<file path="config.mk">
export PLATFORM = sky130hd
export DESIGN_NAME = elevator_call_scheduler
export DESIGN_NICKNAME = d
export VERILOG_FILES = /design/src/rtl/elevator_call_scheduler_pkg.sv /design/src/rtl/elevator_call_scheduler_door_timer.sv /design/src/rtl/elevator_call_scheduler.sv
export SDC_FILE = /design/constraint.sdc
export NUM_CORES = 1
export LEC_CHECK = 0
export ABC_CLOCK_PERIOD_IN_PS = 5900
export CORE_MARGIN = 4
export CORE_UTILIZATION = 50
export DETAILED_ROUTE_END_ITERATION = 6
export HOLD_SLACK_MARGIN = 0.02
export PLACE_DENSITY = 0.75
export SLEW_MARGIN = 15
export SYNTH_ARGS = -nofsm -noshare
export SYNTH_HDL_FRONTEND = slang
export SYNTH_SLANG_ARGS = --single-unit
</file>
<file path="constraint.sdc">
create_clock -name clk -period 5.9 [get_ports clk]
set_input_delay 0.885 -clock clk [delete_from_list [all_inputs] [get_ports clk]]
set_output_delay 0.885 -clock clk [all_outputs]
set_load 0.01 [all_outputs]
</file>
<file path="src/rtl/elevator_call_scheduler_pkg.sv">
// Shared types and constants for the 3-floor elevator call scheduler.
// Includes the call-bit layout and per-floor masks over the latched call vector.
package elevator_pkg;

    typedef enum logic [2:0] {
        IDLE  = 3'd0,
        UP    = 3'd1,
        DOWN  = 3'd2,
        OPEN  = 3'd3,
        CLOSE = 3'd4
    } state_e;

    localparam logic [1:0] DIR_STOP = 2'b00;
    localparam logic [1:0] DIR_UP   = 2'b01;
    localparam logic [1:0] DIR_DOWN = 2'b10;

    localparam logic [1:0] FS_NONE = 2'b00;
    localparam logic [1:0] FS_F1   = 2'b01;
    localparam logic [1:0] FS_F2   = 2'b10;
    localparam logic [1:0] FS_F3   = 2'b11;

    // Call vector layout: {f3,f2,f1,d3,d2,u2,u1}
    localparam int L_U1 = 0;
    localparam int L_U2 = 1;
    localparam int L_D2 = 2;
    localparam int L_D3 = 3;
    localparam int L_F1 = 4;
    localparam int L_F2 = 5;
    localparam int L_F3 = 6;

    // Every call (hall or car) that is served by stopping at floor fl.
    function automatic logic [6:0] floor_mask(input logic [1:0] fl);
        case (fl)
            FS_F1:   floor_mask = (7'd1 << L_U1) | (7'd1 << L_F1);
            FS_F2:   floor_mask = (7'd1 << L_U2) | (7'd1 << L_D2) | (7'd1 << L_F2);
            FS_F3:   floor_mask = (7'd1 << L_D3) | (7'd1 << L_F3);
            default: floor_mask = 7'd0;
        endcase
    endfunction

    // Calls strictly above floor fl.
    function automatic logic [6:0] above_mask(input logic [1:0] fl);
        case (fl)
            FS_F1:   above_mask = floor_mask(FS_F2) | floor_mask(FS_F3);
            FS_F2:   above_mask = floor_mask(FS_F3);
            default: above_mask = 7'd0;
        endcase
    endfunction

    // Calls strictly below floor fl.
    function automatic logic [6:0] below_mask(input logic [1:0] fl);
        case (fl)
            FS_F3:   below_mask = floor_mask(FS_F1) | floor_mask(FS_F2);
            FS_F2:   below_mask = floor_mask(FS_F1);
            default: below_mask = 7'd0;
        endcase
    endfunction

    // Car call plus the hall call matching upward travel at floor fl.
    function automatic logic [6:0] up_stop_mask(input logic [1:0] fl);
        case (fl)
            FS_F1:   up_stop_mask = (7'd1 << L_F1) | (7'd1 << L_U1);
            FS_F2:   up_stop_mask = (7'd1 << L_F2) | (7'd1 << L_U2);
            FS_F3:   up_stop_mask = (7'd1 << L_F3);
            default: up_stop_mask = 7'd0;
        endcase
    endfunction

    // Car call plus the hall call matching downward travel at floor fl.
    function automatic logic [6:0] down_stop_mask(input logic [1:0] fl);
        case (fl)
            FS_F1:   down_stop_mask = (7'd1 << L_F1);
            FS_F2:   down_stop_mask = (7'd1 << L_F2) | (7'd1 << L_D2);
            FS_F3:   down_stop_mask = (7'd1 << L_F3) | (7'd1 << L_D3);
            default: down_stop_mask = 7'd0;
        endcase
    endfunction

endpackage

</file>
<file path="src/rtl/elevator_call_scheduler_door_timer.sv">
// Door dwell timer: loads DOOR_CYCLES-1, counts down to zero and holds there.
module door_timer #(
    parameter int DOOR_CYCLES = 8,
    parameter int TIMER_W     = 4
) (
    input  logic clk,
    input  logic rst,
    input  logic i_load,
    input  logic i_dec,
    output logic o_zero
);

    localparam logic [TIMER_W-1:0] LOAD_VAL = TIMER_W'(DOOR_CYCLES - 1);

    logic [TIMER_W-1:0] r_count;

    // Load has priority so a same-floor press restarts the full dwell.
    always_ff @(posedge clk) begin
        if (!rst) begin
            r_count <= '0;
        end else if (i_load) begin
            r_count <= LOAD_VAL;
        end else if (i_dec && (r_count != '0)) begin
            r_count <= r_count - 1'b1;
        end
    end

    assign o_zero = (r_count == '0);

endmodule

</file>
<file path="src/rtl/elevator_call_scheduler.sv">
// Collective-selective scheduler for a 3-floor car: latches calls, drives
// direction and door, serves every call ahead before reversing.
// Handshake-free: buttons are sampled levels, outputs are registered commands.
module elevator_call_scheduler
    import elevator_pkg::*;
#(
    parameter int DOOR_CYCLES = 8,
    parameter int TIMER_W     = 4
) (
    input  logic       clk,
    input  logic       rst,
    input  logic       u1,
    input  logic       u2,
    input  logic       d2,
    input  logic       d3,
    input  logic       f1,
    input  logic       f2,
    input  logic       f3,
    input  logic       dc,
    input  logic [1:0] fs,
    output logic       door,
    output logic [1:0] dir,
    output logic [6:0] lamps,
    output logic [2:0] o_state_dbg
);

    state_e      r_state;
    logic [1:0]  r_cur_floor;
    logic [1:0]  r_last_dir;
    logic [6:0]  r_calls;
    logic        r_door;
    logic [1:0]  r_dir;

    logic [6:0]  w_btn;
    logic [6:0]  w_set;
    logic [6:0]  w_clr;
    logic        w_arr_up;
    logic        w_arr_dn;
    logic        w_stop_up;
    logic        w_stop_dn;
    logic        w_idle_open;
    logic        w_same_press;
    logic        w_above;
    logic        w_below;
    logic        w_timer_zero;

    assign w_btn = {f3, f2, f1, d3, d2, u2, u1};

    // Arrival means the sensor shows the next floor in the travel direction.
    assign w_arr_up = (r_state == UP) && (fs != FS_NONE) &&
                      ({1'b0, fs} == ({1'b0, r_cur_floor} + 3'd1));
    assign w_arr_dn = (r_state == DOWN) && (fs != FS_NONE) &&
                      (({1'b0, fs} + 3'd1) == {1'b0, r_cur_floor});

    assign w_stop_up = w_arr_up && (((r_calls & up_stop_mask(fs)) != 7'd0) ||
                                    ((r_calls & above_mask(fs)) == 7'd0));
    assign w_stop_dn = w_arr_dn && (((r_calls & down_stop_mask(fs)) != 7'd0) ||
                                    ((r_calls & below_mask(fs)) == 7'd0));

    assign w_idle_open  = (r_state == IDLE) && (fs != FS_NONE) &&
                          ((r_calls & floor_mask(r_cur_floor)) != 7'd0);
    assign w_same_press = (r_state == OPEN) &&
                          ((w_btn & floor_mask(r_cur_floor)) != 7'd0);

    assign w_above = (r_calls & above_mask(r_cur_floor)) != 7'd0;
    assign w_below = (r_calls & below_mask(r_cur_floor)) != 7'd0;

    // Presses at the floor whose door is open only extend the dwell.
    assign w_set = (r_state == OPEN) ? (w_btn & ~floor_mask(r_cur_floor)) : w_btn;

    // Calls served on entry to OPEN; all of a floor is cleared when nothing lies ahead.
    always_comb begin
        w_clr = 7'd0;
        if (w_stop_up) begin
            w_clr = up_stop_mask(fs);
            if ((r_calls & above_mask(fs)) == 7'd0) w_clr = w_clr | floor_mask(fs);
        end else if (w_stop_dn) begin
            w_clr = down_stop_mask(fs);
            if ((r_calls & below_mask(fs)) == 7'd0) w_clr = w_clr | floor_mask(fs);
        end else if (w_idle_open) begin
            w_clr = floor_mask(r_cur_floor);
        end
    end

    door_timer #(
        .DOOR_CYCLES (DOOR_CYCLES),
        .TIMER_W     (TIMER_W)
    ) u_door_timer (
        .clk    (clk),
        .rst    (rst),
        .i_load (w_stop_up | w_stop_dn | w_idle_open | w_same_press),
        .i_dec  (r_state == OPEN),
        .o_zero (w_timer_zero)
    );

    // Call latch (set beats clear) and last-known floor tracking.
    always_ff @(posedge clk) begin
        if (!rst) begin
            r_calls     <= 7'd0;
            r_cur_floor <= FS_F1;
        end else begin
            r_calls <= (r_calls & ~w_clr) | w_set;
            if (fs != FS_NONE) r_cur_floor <= fs;
        end
    end

    // Scheduler FSM with registered door and direction commands.
    always_ff @(posedge clk) begin
        if (!rst) begin
            r_state    <= IDLE;
            r_door     <= 1'b0;
            r_dir      <= DIR_STOP;
            r_last_dir <= DIR_UP;
        end else begin
            case (r_state)
                IDLE: begin
                    if (w_idle_open) begin
                        r_state <= OPEN;
                        r_door  <= 1'b1;
                    end else if (w_above) begin
                        r_state    <= UP;
                        r_dir      <= DIR_UP;
                        r_last_dir <= DIR_UP;
                    end else if (w_below) begin
                        r_state    <= DOWN;
                        r_dir      <= DIR_DOWN;
                        r_last_dir <= DIR_DOWN;
                    end
                end
                UP, DOWN: begin
                    if (w_stop_up || w_stop_dn) begin
                        r_state <= OPEN;
                        r_door  <= 1'b1;
                        r_dir   <= DIR_STOP;
                    end
                end
                OPEN: begin
                    if (!w_same_press && (w_timer_zero || dc)) begin
                        r_state <= CLOSE;
                        r_door  <= 1'b0;
                    end
                end
                CLOSE: begin
                    if ((r_last_dir == DIR_UP) ? w_above : w_below) begin
                        r_state <= (r_last_dir == DIR_UP) ? UP : DOWN;
                        r_dir   <= r_last_dir;
                    end else if ((r_last_dir == DIR_UP) ? w_below : w_above) begin
                        r_state    <= (r_last_dir == DIR_UP) ? DOWN : UP;
                        r_dir      <= (r_last_dir == DIR_UP) ? DIR_DOWN : DIR_UP;
                        r_last_dir <= (r_last_dir == DIR_UP) ? DIR_DOWN : DIR_UP;
                    end else begin
                        r_state <= IDLE;
                    end
                end
                default: begin
                    r_state <= IDLE;
                    r_door  <= 1'b0;
                    r_dir   <= DIR_STOP;
                end
            endcase
        end
    end

    // Sensor sequences the car can never legally produce.
    assert property (@(posedge clk) disable iff (!rst)
        !((r_state == OPEN) && (fs == FS_NONE)));
    assert property (@(posedge clk) disable iff (!rst)
        !(((fs == FS_F3) && (r_cur_floor == FS_F1)) ||
          ((fs == FS_F1) && (r_cur_floor == FS_F3))));

    assign door        = r_door;
    assign dir         = r_dir;
    assign lamps       = r_calls;
    assign o_state_dbg = r_state;

endmodule

</file>
==> results.json <==
{
  "worst_pin_slew_ns": 0.7949,
  "drc_errors": 0,
  "post_drt_wl_per_cell_um": 16.21,
  "nets": 236,
  "yosys.cell_types.count": 53,
  "async_reset_ff_share_pct": 0,
  "ant_nets": 0,
  "crit_fanout": 7,
  "grt_pass1_vias": 1464,
  "synthXorXnorAreaFrac_pct": 2.699,
  "synth_edf_count": 0,
  "fin_worst_skew_ns": 0.01222,
  "clk_pin_slew_ns": 0.13,
  "yosys-top-cells-count": "21 x dfxtp_1, 21 x nand2_1, 12 x ha_1",
  "tns_ns": 0,
  "crit_arrival_ns": 3.58,
  "synth_largest_area_cell": "dfxtp_1",
  "layout-drive-gt1-share_pct": 6.635,
  "diodes": 0,
  "period_share_pct": 56.37,
  "synth_compound_area_share_pct": 30.76,
  "ir_drop_uv": 185.4,
  "rsz0062_at_grt": "false",
  "drt-total-wl_um": 4133,
  "gp_congestion": 0.8687,
  "portBuffers": 24,
  "grt_max_degree": 25,
  "start_util_pct": 52.72,
  "area_growth_pct": 16.89,
  "crit_end": "o_state_dbg[1]",
  "fin_area_mm2": 0.001897,
  "setup_viol": 0,
  "dieArea_mm2": 0.004221,
  "critPathKind": "in -> reg",
  "critPathLaunchType": "primary input",
  "cap_violations": 0,
  "synth.area.mux_share_pct": 2.467,
  "maxSlewHeadroom_pct": 46.84,
  "crit_start": "fs[0]",
  "reg2reg_from": "r_cur_floor[0]",
  "fmax_ghz": 0.3007,
  "rows": 20,
  "cts-hold-fix-buffers": 0,
  "clockRootBuffer": "clkbuf_4",
  "synth.avg_cell_area_um2": 8.452,
  "leakage_nw": 0.7251,
  "yosysTopAreaCellShare_pct": 25.91,
  "cts_resized": 0,
  "synthFlopType": "dfxtp_1",
  "synth_nets": 216,
  "synthAdderAreaFrac_pct": 9.252,
  "finalMaxSlewViolations": 0,
  "power_density_mw_per_mm2": 312.4,
  "fin_hold_ws_ns": 0.4739,
  "yosys.area_share.simple_pct": 23.36,
  "yosys_warnings": 0,
  "gr-usage-all-layers_pct": 20.07,
  "cts.sinks": 21,
  "cts.path.max_buffers": 2,
  "yosysSeqAreaShare_pct": 25.91,
  "yosys-top-cells-area": "dfxtp_1 26%, ha_1 9.3%, nand2_1 4.9%",
  "dr.pass1.iters": 4,
  "routed_via_density": 6.176,
  "clock_latency_ns": 0.31,
  "synth_area_mm2": 0.001623,
  "hold_viol": 0,
  "die_w_um": 64.97,
  "io_pins": 25,
  "post-place-ws_ns": 2.282,
  "min-delay-start": "dir[1]",
  "htree_levels": 1,
  "status": "completed",
  "r2r_setup_slack_ns": 3.42,
  "r2r_cells": 7,
  "period_minus_slack_ns": 3.326,
  "antenna_found_initial": 0,
  "synth_seq_cells": 21,
  "core_mm2": 0.003078,
  "cp.required_ns": 6.16,
  "synth_cells": 192,
  "vias": 1575,
  "grt_pass1_wl_um": 6706,
  "end_kind": "flip-flop",
  "cts_tree": "built",
  "r2r_end": "dir[0]",
  "postCtsSetupRepairBufs": 0,
  "numCtsBuffers": 3,
  "synth_top_family_by_area": "compound AO/OA/AOI/OAI gates",
  "grt_overflow": 0,
  "fp.dieH_um": 64.97,
  "hp-class": "reg -> reg",
  "dp_hpwl_um": 3152,
  "finalWorstSetupSlack_ns": 2.574,
  "drtIter0Drc": 96,
  "placed_cell_area_mm2": 0.001869
}
routing by layer:
metal,GRT usage (%),vias up,part of all wire [%],routed length [um]
met1,26.03,737,44,1819
met5,0,-,0,0
li1,-,762,-,-
met3,2.946,4,7.1,295
met2,35.12,72,48,1980
met4,3.958,0,0.90,37
how the worst min path moves through the flow:
stage	depth (start not counted)	slack (ns)	end
2_1_floorplan	2	0.43	r_last_dir[1]
3_3_place_gp	2	0.44	dir[1]
3_5_place_dp	2	0.46	dir[1]
4_1_cts	2	0.48	dir[1]
5_1_grt	2	0.52	dir[1]
6_report	2	0.47	dir[1]
cells in the final DEF (no fill, tap or decap), drive strengths merged, types with 3 or more instances in the layout:
| cell | instances |
|---|---|
| o21ai | 8 |
| a21oi | 7 |
| mux2i | 4 |
| nor2b | 3 |
| dfxtp | 21 |
| inv | 11 |
| a31oi | 3 |
| clkdlybuf4s50 | 24 |
| o21a | 3 |
| nand2 | 21 |
| o31ai | 3 |
| nand3 | 10 |
| nor2 | 11 |
| o211ai | 6 |
| a32oi | 3 |
| ha | 12 |
| o31a | 3 |
| clkbuf | 3 |
| nor3 | 3 |
| xor2 | 3 |
| a21boi | 5 |
cell type report:
| class | instances | area [um2] |
|---|---|---|
| clock buffers | 3 | 22.52 |
| clock inverters | 1 | 5.005 |
| fillers | 282 | 1181 |
| inverters | 11 | 41.29 |
| multi-input cells | 151 | 1112 |
| flip-flops and latches | 21 | 420.4 |
| well taps | 44 | 55.05 |
| repair buffers | 24 | 240.2 |
metrics by stage:
| stage | total power, W | cells | util (%) |
|---|---|---|---|
| finish | 0.0005926 | 255 | 61.63 |
| CTS | 0.0005884 | 255 | 61.63 |
| global placement | 0.0005093 | 251 | 60.73 |
| floorplan | 0.0004393 | 192 | - |
| detailed placement | 0.0005161 | 251 | 60.73 |
| global route | 0.0006357 | 255 | 61.63 |
power by group:
group / internal (W) / switching [W] / total, W
logic: 0.000147 / 0.000156 / 0.000303
clock network: 0.0000253 / 0.0000496 / 0.0000749
registers: 0.000174 / 0.0000410 / 0.000215
total: 0.000346 / 0.000247 / 0.000593
critical path, stage by stage:
cell and delay, ns:
clkdlybuf4s50_1 0.60, inv_1 0.14, ha_1 0.33, or2_2 0.34, a311oi_2 0.65, nor3_1 0.16
nor3_1 0.27, o221a_1 0.21
sequential cells by signal, indices dropped and copies added (netlist names):
register / cells
door: 1
o_state_dbg: 3
u_door_timer.r_count: 4
dir: 2
lamps: 7
r_last_dir: 2
r_cur_floor: 2
kinds of logic after synthesis:
kind of cell	after synthesis
AO/OA/AOI/OAI	63
XOR/XNOR	5
adder cells (fa/ha/maj)	12
buffers and inverters	20
flip-flops	21
multiplexers	4
AND/OR/NAND/NOR	67
(Power assumes the default switching activity.)
